File: src/rtl/i2s_clkgen_p.sv
// -----------------------------------------------------------------------------
// i2s_clkgen_p
//
// Parametrised I2S clock generator. It derives these signals from the system
// clock:
//   - the master clock (mclk),
//   - the bit clock (bclk),
//   - the LR clock (lrclk),
//   - a frame-rate strobe (rate),
//   - one-clk enable strobes that downstream serializers use instead of
//     sampling the generated clocks.
//
// The clk/mclk ratio D = 2^(div_sel+1) can be changed at runtime. The new ratio
// is held as pending and applied only at a frame boundary, so no mclk or bclk
// period is ever truncated. While stopped (run = 0), a pending ratio is applied
// at once.
//
// Optional build macro:
//   I2S_LR_EARLY_EN
//     Defined:   lrclk switches one bit period ahead of the slot boundary
//                (Philips I2S alignment).
//     Undefined: lrclk is aligned to the slot boundary (left-justified).
//
// Parameters:
//   FS_DIV       mclk periods per frame (power of 2, 64..1024)
//   SLOT_BITS    bits per channel slot; B = FS_DIV/(2*SLOT_BITS) mclk per bit
//   DEF_DIV_SEL  ratio select loaded by reset
//
// Ports:
//   clk        in   system clock
//   reset      in   synchronous, active-high reset
//   run        in   1 = generate clocks, 0 = synchronous stop
//   div_load   in   one-cycle request to change the divide ratio
//   div_sel    in   requested ratio select (sampled with div_load)
//   busy       out  ratio change pending
//   mclk       out  master clock, 50% duty
//   mclk_ena   out  one-clk strobe per mclk period
//   bclk       out  bit clock
//   bclk_fall  out  one-clk strobe at each bclk falling edge
//   lrclk      out  0 = left slot, 1 = right slot
//   rate       out  one-clk strobe per frame
// -----------------------------------------------------------------------------
module i2s_clkgen_p #(
    parameter int FS_DIV      = 256,
    parameter int SLOT_BITS   = 32,
    parameter int DEF_DIV_SEL = 1
) (
    input  logic       clk,
    input  logic       reset,
    input  logic       run,
    input  logic       div_load,
    input  logic [1:0] div_sel,
    output logic       busy,
    output logic       mclk,
    output logic       mclk_ena,
    output logic       bclk,
    output logic       bclk_fall,
    output logic       lrclk,
    output logic       rate
);

    // mclk periods per bit, and the counter widths derived from it
    localparam int B  = FS_DIV / (2 * SLOT_BITS);
    localparam int FW = $clog2(FS_DIV);
    localparam int BW = $clog2(B);

    localparam logic [FW-1:0] FCNT_MAX = FW'(FS_DIV - 1);
    localparam logic [1:0]    DEF_SEL  = 2'(DEF_DIV_SEL);
`ifdef I2S_LR_EARLY_EN
    localparam logic [FW-1:0] B_OFS    = FW'(B);
`endif

    // Reload value D-1 of the mclk down counter for a given ratio select.
    function automatic logic [3:0] div_reload(input logic [1:0] sel);
        logic [3:0] val;
        case (sel)
            2'd0:    val = 4'd1;
            2'd1:    val = 4'd3;
            2'd2:    val = 4'd7;
            2'd3:    val = 4'd15;
            default: val = 4'd3;
        endcase
        return val;
    endfunction

    // Half period D/2 (in clk) for a given ratio select.
    function automatic logic [3:0] div_half(input logic [1:0] sel);
        logic [3:0] val;
        case (sel)
            2'd0:    val = 4'd1;
            2'd1:    val = 4'd2;
            2'd2:    val = 4'd4;
            2'd3:    val = 4'd8;
            default: val = 4'd2;
        endcase
        return val;
    endfunction

    // State registers
    logic [3:0]    mcnt_r;
    logic [FW-1:0] fcnt_r;
    logic [1:0]    div_act_r;
    logic [1:0]    pending_r;
    logic          busy_r;
    logic          mclk_r;
    logic          mclk_ena_r;
    logic          bclk_r;
    logic          bclk_fall_r;
    logic          lrclk_r;
    logic          rate_r;

    // Next-state signals
    logic          wrap_s;
    logic          frame_wrap_s;
    logic          apply_s;
    logic [1:0]    div_act_nx_s;
    logic [3:0]    mcnt_nx_s;
    logic [FW-1:0] fcnt_new_s;
    logic [FW-1:0] lr_src_s;
    logic          mclk_hi_s;

    // Next-state logic for counters, ratio application and the mclk level
    always_comb begin
        wrap_s       = (mcnt_r == 4'd0);
        frame_wrap_s = wrap_s && (fcnt_r == FCNT_MAX);
        // FS_DIV is a power of 2, so the natural wrap of fcnt gives the modulo.
        fcnt_new_s   = fcnt_r + FW'(1);

`ifdef I2S_LR_EARLY_EN
        // Looking one bit period ahead makes lrclk lead the slot boundary.
        lr_src_s = fcnt_new_s + B_OFS;
`else
        lr_src_s = fcnt_new_s;
`endif

        // A load in the same cycle always wins: it only updates pending, and
        // the change is taken at the next opportunity.
        if (run) begin
            apply_s = frame_wrap_s && busy_r && !div_load;
        end else begin
            apply_s = busy_r && !div_load;
        end

        if (apply_s) begin
            div_act_nx_s = pending_r;
        end else begin
            div_act_nx_s = div_act_r;
        end

        // Reload with the ratio that is in force after this edge, so that a
        // newly applied D starts its first mclk period cleanly.
        if (!run || wrap_s) begin
            mcnt_nx_s = div_reload(div_act_nx_s);
        end else begin
            mcnt_nx_s = mcnt_r - 4'd1;
        end

        // mclk rises with the wrap and stays high D/2 clks. Gating with the
        // current level keeps mclk low after reset or stop until the first wrap.
        mclk_hi_s = wrap_s || (mclk_r && (mcnt_r > div_half(div_act_r)));
    end

    // Counters and divide-ratio control
    always_ff @(posedge clk) begin
        if (reset) begin
            mcnt_r    <= div_reload(DEF_SEL);
            fcnt_r    <= FCNT_MAX;
            div_act_r <= DEF_SEL;
            pending_r <= DEF_SEL;
            busy_r    <= 1'b0;
        end else begin
            mcnt_r    <= mcnt_nx_s;
            div_act_r <= div_act_nx_s;

            if (div_load) begin
                pending_r <= div_sel;
                busy_r    <= 1'b1;
            end else if (apply_s) begin
                busy_r    <= 1'b0;
            end else begin
                busy_r    <= busy_r;
            end

            if (!run) begin
                fcnt_r <= FCNT_MAX;
            end else if (wrap_s) begin
                fcnt_r <= fcnt_new_s;
            end else begin
                fcnt_r <= fcnt_r;
            end
        end
    end

    // Registered clock and strobe outputs
    always_ff @(posedge clk) begin
        if (reset || !run) begin
            mclk_r      <= 1'b0;
            mclk_ena_r  <= 1'b0;
            bclk_r      <= 1'b0;
            bclk_fall_r <= 1'b0;
            lrclk_r     <= 1'b0;
            rate_r      <= 1'b0;
        end else begin
            mclk_r      <= mclk_hi_s;
            mclk_ena_r  <= wrap_s;
            rate_r      <= frame_wrap_s;
            bclk_fall_r <= wrap_s && (fcnt_new_s[BW-1:0] == BW'(0));
            if (wrap_s) begin
                // With B a power of 2, the top bit of (fcnt mod B) gives
                // "second half of the bit", and the top bit of the frame
                // position gives "right slot".
                bclk_r  <= fcnt_new_s[BW-1];
                lrclk_r <= lr_src_s[FW-1];
            end else begin
                bclk_r  <= bclk_r;
                lrclk_r <= lrclk_r;
            end
        end
    end

    assign busy      = busy_r;
    assign mclk      = mclk_r;
    assign mclk_ena  = mclk_ena_r;
    assign bclk      = bclk_r;
    assign bclk_fall = bclk_fall_r;
    assign lrclk     = lrclk_r;
    assign rate      = rate_r;

endmodule
File: config.mk
export PLATFORM = sky130hd
export DESIGN_NAME = i2s_clkgen_p
export DESIGN_NICKNAME = d
export VERILOG_FILES = /design/src/rtl/i2s_clkgen_p.sv
export SDC_FILE = /design/constraint.sdc
export NUM_CORES = 1
export LEC_CHECK = 0
export CORE_UTILIZATION = 57
export DETAILED_ROUTE_END_ITERATION = 8
export PLACE_DENSITY = 0.81
export SYNTH_ARGS = -nofsm -noshare
export SYNTH_HDL_FRONTEND = slang
export SYNTH_SLANG_ARGS = --single-unit
File: constraint.sdc
create_clock -name clk -period 3.1 [get_ports clk]
set_input_delay 0.93 -clock clk [delete_from_list [all_inputs] [get_ports clk]]
set_output_delay 0.93 -clock clk [all_outputs]
set_load 0.02 [all_outputs]
==> results of run 1 <==
[final cells by class]
class / count / area (um2)
flip-flops and latches: 23 / 460
clock inverters: 1 / 5.00
fillers: 153 / 510
inverters: 6 / 22.5
well taps: 25 / 31.3
multi-input cells: 89 / 584
repair buffers: 13 / 128
clock buffers: 3 / 22.5
[registers in the layout, summed over array words and instances, names as in the netlist]
signal / count
bclk_fall: 1
mclk: 1
div_act_r: 2
fcnt_r: 8
busy: 1
lrclk: 1
mcnt_r: 4
bclk: 1
rate: 1
pending_r: 2
mclk_ena: 1
[logic make-up (layout without fill, tap and decap cells)]
logic type      after synthesis  in the layout  synth area share [%]
xor+xnor                      9              9                  7.26
buf+inv                      10             23                  3.80
flops                        23             23                  42.4
compound gates               21             21                  13.2
simple gates                 51             51                  24.5
mux                           2              2                  1.84
fa+ha+maj                     6              6                  6.91
[power breakdown]
part	internal (uW)	switching, uW	leakage, uW
clock	48.1	86.1	0.0000177
combinational	27.4	34.3	0.000301
sequential	303	8.24	0.000187
total	379	129	0.000506
[synthesized netlist by cell type (2+ instances only)]
library cell  number  area share (%)
nand3_1           10             4.6
o21ai_0            3             1.4
nor2_1             8             2.8
dfxtp_1           23              42
xor2_1             7             5.6
ha_1               6             6.9
nand4_1            2             1.2
mux2i_1            2             1.8
inv_1              6             2.1
or3_1              2             1.2
nand2_1           16             5.5
nand2b_1           3             1.7
clkbuf_1           3             1.0
xnor2_1            2             1.6
a21oi_1            7             3.2
[metal layers]
| layer | global-route usage, % | part of all wire (%) | vias to the layer above | routed length [um] |
|---|---|---|---|---|
| met3 | 2.78 | 8.3 | 4 | 183 |
| met5 | 0 | 0 | - | 0 |
| met1 | 31.6 | 43 | 418 | 955 |
| li1 | - | - | 458 | - |
| met2 | 38.0 | 47 | 58 | 1040 |
| met4 | 10.9 | 1.2 | 0 | 27 |
[through the flow]
step | setup slack (ns) | hold slack, ns | power [uW] | cells
global route | 0.803 | 0.454 | 532 | 160
CTS | 0.864 | 0.431 | 509 | 160
finish | 0.874 | 0.436 | 508 | 160
detailed placement | 0.580 | 0.402 | 378 | 156
global placement | 0.712 | 0.396 | 376 | 156
floorplan | 1.37 | 0.375 | 358 | 122
[path summary, 6_finish.rpt]
path	end	slack [ns]	depth (start not counted)
setup / recovery	busy	0.87	1
setup reg to reg	div_act_r[0]	1.06	7
hold reg to reg	mcnt_r[0]	0.44	1
hold / removal	mcnt_r[0]	0.44	1
==> run metrics, run 1 <==
outcome=finished, final reports clean; Highest Clock Rate=0.449 GHz; synthesized area per cell=a little under 9 um2; RSZ-0062 raised after global routing=no; CP arrival=1.30 ns; Max VDD drop=259 uV; clock root buffer=clkbuf_4; drt first pass iters=5; DRC viols=0; Final min period=2.23 ns; Reg-to-Reg Start=mcnt_r[0]; die height=45.7 um; DRT Wirelength=2210 um; fin nets=approximately 150; first-pass GRT wire length=about 3500 um; commonest non-fill, non-tap cell in the layout=dfxtp_1; clock insertion delay at the later pin of the skew report=0.31 ns; Yosys reg bits=23; aggregate global routing overflow=0; Yosys warning total=0; Final Max Slew Viols=0; Hold Crit Start=mcnt_r[0]; total number of vias=938; CTS Hold Buffers Added=0; Setup crit end kind=output pin; CP Buf/Inv Count=1; post-cts repair resize count=0; setup repair bufs after CTS=0; # clock sinks=23; crit-path max cell delay=0.61 ns; Top delay family on crit path=buffers and inverters; Worst Setup SP=busy; Inserted Diodes=0; commonest register cell after synthesis=dfxtp_1; CTS HTree Levels=1; Setup TNS=0 ns; Final Hold Violating Endpoints=0; initial antenna violation count=0; Num CTS Buffers=3; Distinct cells, synth=37; PD cells=405 mW/mm2; slowest cell on the critical path=clkdlybuf4s50_1; layout cell share with drive strength beyond 1=under 10%; post-DP HPWL=about 1600 um; Clock Pin Slew Worst Setup and Hold Paths=0.13 ns; largest net degree at the start of global routing=14; die area=0.00208 mm2; Cells after Synth=122; post-DR wirelength/cell=between 10 and 15 um; CTS tree=built; DP Area=0.00123 mm2; Iteration-0 DRC Markers=49; PortBufs=12; gpl congestion=roughly 0.87; Tot GR Track Use=approximately a quarter; final period utilization=71.8%; Synth Net Count=134; worst-margin pin slew=0.631 ns; Synth-to-Final Area Change=15.4%; number of flops mapped to enable cells by yosys=0; CP Data Required Time=2.17 ns; WS Path Type=reg2out; Final Core Density=a little under three quarters; critical path peak fanout=4; core area=0.00176 mm2; die width=between 40 and 50 um; max_cap viols=0; Slew HR=57.8%; number of nets still failing antenna checks after routing=0; synthesized area=0.00109 mm2; via count of the first global-routing pass=822; I/O Pins=13; FP Rows=15; asr flop ratio synth=0%; Leak Pwr=a little over 0.0005 uW; Vias/cell=between 5 and 6; crit-path cells=clkdlybuf4s50_1; initial core utilization=61.6%; Layout Skew=0.0113 ns; most frequent cells in the layout=dfxtp_1, nand2_1, clkdlybuf4s50_1; Critical Path Source Type=register; post-layout instance area=0.00125 mm2; clk buf depth=2; Seq/Total Area, Yosys=42.4%; final-report setup violation count=0; worst min-delay path class=reg2reg
(Power assumes the default switching activity.)
==> run 2: changes to the inputs <==
- CORE_UTILIZATION: 57 -> 48
- PLACE_DENSITY: 0.81 -> 0.73
- clock period: 3.1 -> 1.8 ns (I/O delays scaled with it)
==> run metrics, run 2 (synthesis results as in run 1) <==
drt first pass iters=5 (unchanged); layout cell share with drive strength beyond 1=17.0% (+9.6 points); clock insertion delay at the later pin of the skew report=0.33 ns (+0.02 ns); PortBufs=12 (unchanged); critical path peak fanout=5 (+1); Synth-to-Final Area Change=25.6%; CTS Hold Buffers Added=0 (unchanged); Slew HR=79.9% (+22 points); most frequent cells in the layout=dfxtp_1, nand2_1, buf_4; Max VDD drop=464 uV (+79%); Inserted Diodes=0 (unchanged); Leak Pwr=0.000599 uW (+18%); core area=0.00204 mm2 (+16%); R2R cell count=8 (+1); final period utilization=96.2%; Critical Path Source Type=register; max reg flops=8 (unchanged); Clock Pin Slew Worst Setup and Hold Paths=0.13 ns (about the same); clock root buffer=clkbuf_4; commonest non-fill, non-tap cell in the layout=dfxtp_1; RSZ-0062 raised after global routing=no; fin nets=160 (+8.1%); CTS tree=built; via count of the first global-routing pass=906 (+10%); FP Rows=16 (+1); Final Max Slew Viols=0 (unchanged); aggregate global routing overflow=0 (unchanged); post-layout instance area=0.00136 mm2 (+8.8%); cell repeated most along the worst path=buf_4; Final min period=1.73 ns; Reg-to-Reg Start=mcnt_r[0]; DRC viols=0 (unchanged); largest net degree at the start of global routing=15 (+1); DRT Wirelength=2460 um (+11%); Setup crit end kind=register; initial core utilization=53.2% (-8.4 points); Tot GR Track Use=22.3% (-1.4 points); CP arrival=1.98 ns (+0.68 ns); DP Area=0.00130 mm2 (+6.3%); Layout Skew=0.00722 ns (-0.00404 ns); I/O Pins=13 (unchanged); # clock sinks=23 (unchanged); clk buf depth=2 (unchanged); Highest Clock Rate=0.578 GHz; first-pass GRT wire length=4060 um (+15%); number of nets still failing antenna checks after routing=0 (unchanged); Setup TNS=0 ns (unchanged); outcome=finished, final reports clean; final-report setup violation count=0 (unchanged); Hold Crit Depth=1 (unchanged); CP Data Required Time=2.05 ns (-0.12 ns); reg2reg setup slack=0.07 ns (-0.99 ns); WS Path Type=reg2reg; Final Core Density=66.8% (-4.3 points); Setup Slack @ Placement=-0.0231 ns (-0.603 ns); die height=49.6 um (+8.6%); Top reg by flops=fcnt_r; post-DP HPWL=1810 um (+11%); Iteration-0 DRC Markers=33 (-33%); Final Hold Violating Endpoints=0 (unchanged); Worst Setup Slack, final=0.0691 ns (-0.805 ns); die width=49.6 um (+8.6%); worst-margin pin slew=0.301 ns (-0.330 ns); crit-path cells=inv_1 > ha_1 > nor4bb_4 > buf_4 > a41oi_1 > buf_4 > o21ai_2 > a31oi_1; Top Registers=fcnt_r (8), mcnt_r (4); Num CTS Buffers=3 (unchanged); max_cap viols=0 (unchanged); CTS HTree Levels=1 (unchanged); worst min-delay path class=reg2reg; Vias/cell=5.56 (-5.2%); PD cells=675 mW/mm2 (+67%); post-DR wirelength/cell=14.2 um (+2.5%); gpl congestion=0.810 (-6.7%); initial antenna violation count=0 (unchanged); Worst Setup SP=mcnt_r[0]; crit-path max cell delay=0.37 ns (-0.24 ns); die area=0.00246 mm2 (+18%); slowest cell on the critical path=dfxtp_1; total number of vias=967 (+3.1%); Hold Crit Start=mcnt_r[0]
[run 2: cell count changes in the layout (fill, tap and decap cells not counted), sizes merged]
cell / delta
dlygate4sd2: +7
buf: +12
clkinv: -1
clkinvlp: +1
clkdlybuf4s50: -7
[run 2: path summary, 6_finish.rpt]
check | endpoint
max | mcnt_r[2]
min | mcnt_r[0]
max reg2reg | mcnt_r[2]
min reg2reg | mcnt_r[0]
[run 2: power breakdown]
group / internal [uW] / switching (uW) / total [uW]
sequential: 523 / 14.8 / 537
combinational: 60.6 / 65.2 / 126
clock: 85.1 / 172 / 257
[run 2: area by class of cell]
class	count	area, um2
inverter	6	22.5
fill	181	678
sequential	23	460
multi-input combinational	89	608
tap	27	33.8
clock buffer	3	22.5
clock inverter	1	7.51
timing repair buffer	25	209
[run 2: metal layers]
metal	vias up	GRT usage [%]	routed length, um	part of all wire (%)
met3	4	3.70	103	4.2
li1	484	-	-	-
met4	0	10.0	28	1.1
met5	-	0	0	0
met1	454	25.7	1070	43
met2	25	39.6	1260	51
[run 2: critical path, delay by kind of cell (launching register included)]
kind / cells / cell delay, ns
AOI/OAI and AO/OA: 3 / 0.49
adders and majority gates: 1 / 0.23
buffers and inverters: 3 / 0.40
DFF: 1 / 0.37
and+or+nand+nor: 1 / 0.16
[run 2: metrics by stage]
stage                     power (uW)  hold WS, ns  cells
after floorplan                  616        0.375    122
after global placement           662        0.394    168
after detailed placement         669        0.401    168
after CTS                        920        0.431    172
after global routing             948        0.437    174
final                            920        0.433    174
[run 2: what timing repair did]
item | in CTS | in global routing
setup endpoints to repair | 8 | 6
gates resized for setup | 8 | 3
pin swaps | 0 | 2
buffers inserted | 0 | 2
==> run 3: changes to the inputs <==
- CAP_MARGIN: not set -> 5
- CORE_MARGIN: not set -> 5
==> run metrics, run 3 (synthesis results as in run 1) <==
final-report setup violation count=0 (unchanged); CTS HTree Levels=1 (unchanged); Top Registers=fcnt_r (8), mcnt_r (4); setup repair bufs after CTS=0 (unchanged); total number of vias=936 (-3.2%); final period utilization=94.6% (-1.5 points); PortBufs=12 (unchanged); Final Hold Violating Endpoints=0 (unchanged); gpl congestion=0.853 (+5.4%); met3 wire len=77 um (-25%); max_cap viols=0 (unchanged); Tot GR Track Use=14.0% (-8.3 points); outcome=finished, final reports clean; Top delay family on crit path=compound AO/OA/AOI/OAI gates; met2 routed WL=1080 um (-14%); post-DP HPWL=1710 um (-5.3%); initial core utilization=49.6% (-3.6 points); WS Path Type=reg2reg; largest net degree at the start of global routing=15 (unchanged); CTS Hold Buffers Added=0 (unchanged); Final Core Density=62.1% (-4.7 points); slowest cell on the critical path=dfxtp_1; Setup TNS=0 ns (unchanged); Max VDD drop=509 uV (+9.6%); Vias/cell=5.44 (-2.1%); PD cells=665 mW/mm2 (-1.4%); via count of the first global-routing pass=897 (-0.99%); Post-Place Cells=168 (unchanged); Final Max Slew Viols=0 (unchanged); core area=0.00219 mm2 (+7.3%); final cell count without fillers=172 (-1.1%); first-pass GRT wire length=3750 um (-7.7%); Multi-input gate area=617 um2 (+1.4%); Fillers=188 (+3.9%); crit-path max cell delay=0.39 ns (+0.02 ns); clock root buffer=clkbuf_4; max reg flops=8 (unchanged); most frequent cells in the layout=dfxtp_1, nand2_1, nand3_1, buf_4, nor2_1; crit-path cells=inv_1 > ha_1 > nor4bb_4 > buf_4 > a41o_4 > a211o_1 > o2111ai_1; total power=904 uW (-1.7%); DRC viols=0 (unchanged); clock insertion delay at the later pin of the skew report=0.32 ns (about the same); CP arrival=1.94 ns (-0.04 ns); Reg area=462 um2 (+0.27%); CTS tree=built; Highest Signal Layer=met4; worst min-delay path class=reg2reg; CP Data Required Time=2.03 ns (-0.02 ns); Leak Pwr=0.000610 uW (+1.9%); clk buf depth=2 (unchanged); Layout Skew=0.0122 ns (+0.00503 ns); initial antenna violation count=0 (unchanged); Synth-to-Final Area Change=25.2%; Highest Clock Rate=0.587 GHz (+1.6%); critical path peak fanout=5 (unchanged); # clock sinks=23 (unchanged); Setup Slack @ Placement=-0.0526 ns (-0.0296 ns); drt first pass iters=4 (-1); CP Buf/Inv Count=2 (-1); die width=57.6 um (+16%); die height=57.6 um (+16%); die area=0.00331 mm2 (+35%); Slew HR=79.0% (-0.94 points); number of nets still failing antenna checks after routing=0 (unchanged); Inserted Diodes=0 (unchanged); DRT Wirelength=2290 um (-7.2%); worst-margin pin slew=0.315 ns (+0.0141 ns); commonest non-fill, non-tap cell in the layout=dfxtp_1; Iteration-0 DRC Markers=4 (-88%); met1 wire length=1080 um (+1.4%); Num CTS Buffers=3 (unchanged); Clock Pin Slew Worst Setup and Hold Paths=0.14 ns (about the same); Final min period=1.70 ns (-0.0275 ns); I/O Pins=13 (unchanged); aggregate global routing overflow=0 (unchanged); Top reg by flops=fcnt_r; layout cell share with drive strength beyond 1=15.3% (-1.7 points); FP Rows=17 (+1); Setup crit end kind=register; fin nets=157 (-1.9%); Worst Setup Slack, final=0.0966 ns (+0.0275 ns); Critical Path Source Type=register; post-DR wirelength/cell=13.3 um (-6.1%)
[run 3: path summary, 6_finish.rpt]
path             start        end  slack [ns]  cells past startpoint
max          mcnt_r[1]  mcnt_r[1]         0.1                      7
min          mcnt_r[0]  mcnt_r[0]        0.42                      1
max reg2reg  mcnt_r[1]  mcnt_r[1]         0.1                      7
min reg2reg  mcnt_r[0]  mcnt_r[0]        0.42                      1
[run 3: metal layers]
layer,track usage [%],up-vias
met3,2.49,6
met4,5.63,0
met2,23.5,18
li1,-,474
met5,0,-
met1,17.4,438
[run 3: stage by stage]
step	area [um2]	hold slack [ns]
6_report	1360	0.422
5_1_grt	1360	0.457
4_1_cts	1320	0.426
3_5_place_dp	1300	0.393
3_3_place_gp	1300	0.391
2_1_floorplan	1090	0.375
[run 3: final cells by class]
type,instances,share of cell area [%]
clock inverters,1,0.552
repair buffers,22,14.3
well taps,28,2.58
clock buffers,3,1.66
flip-flops and latches,23,33.9
inverters,6,1.66
multi-input cells,89,45.4
[run 3: where the power goes]
part           internal (uW)  switching, uW
Combinational           58.5           61.9
Clock                   84.8            161
Sequential               523           14.8
Total                    666            238
[run 3: what timing repair did]
| item | in CTS | in global routing |
|---|---|---|
| endpoints found under the hold margin | 0 | 0 |
| resized for setup | 5 | 7 |
| setup endpoints to repair | 5 | 7 |
| cloned | 0 | 0 |
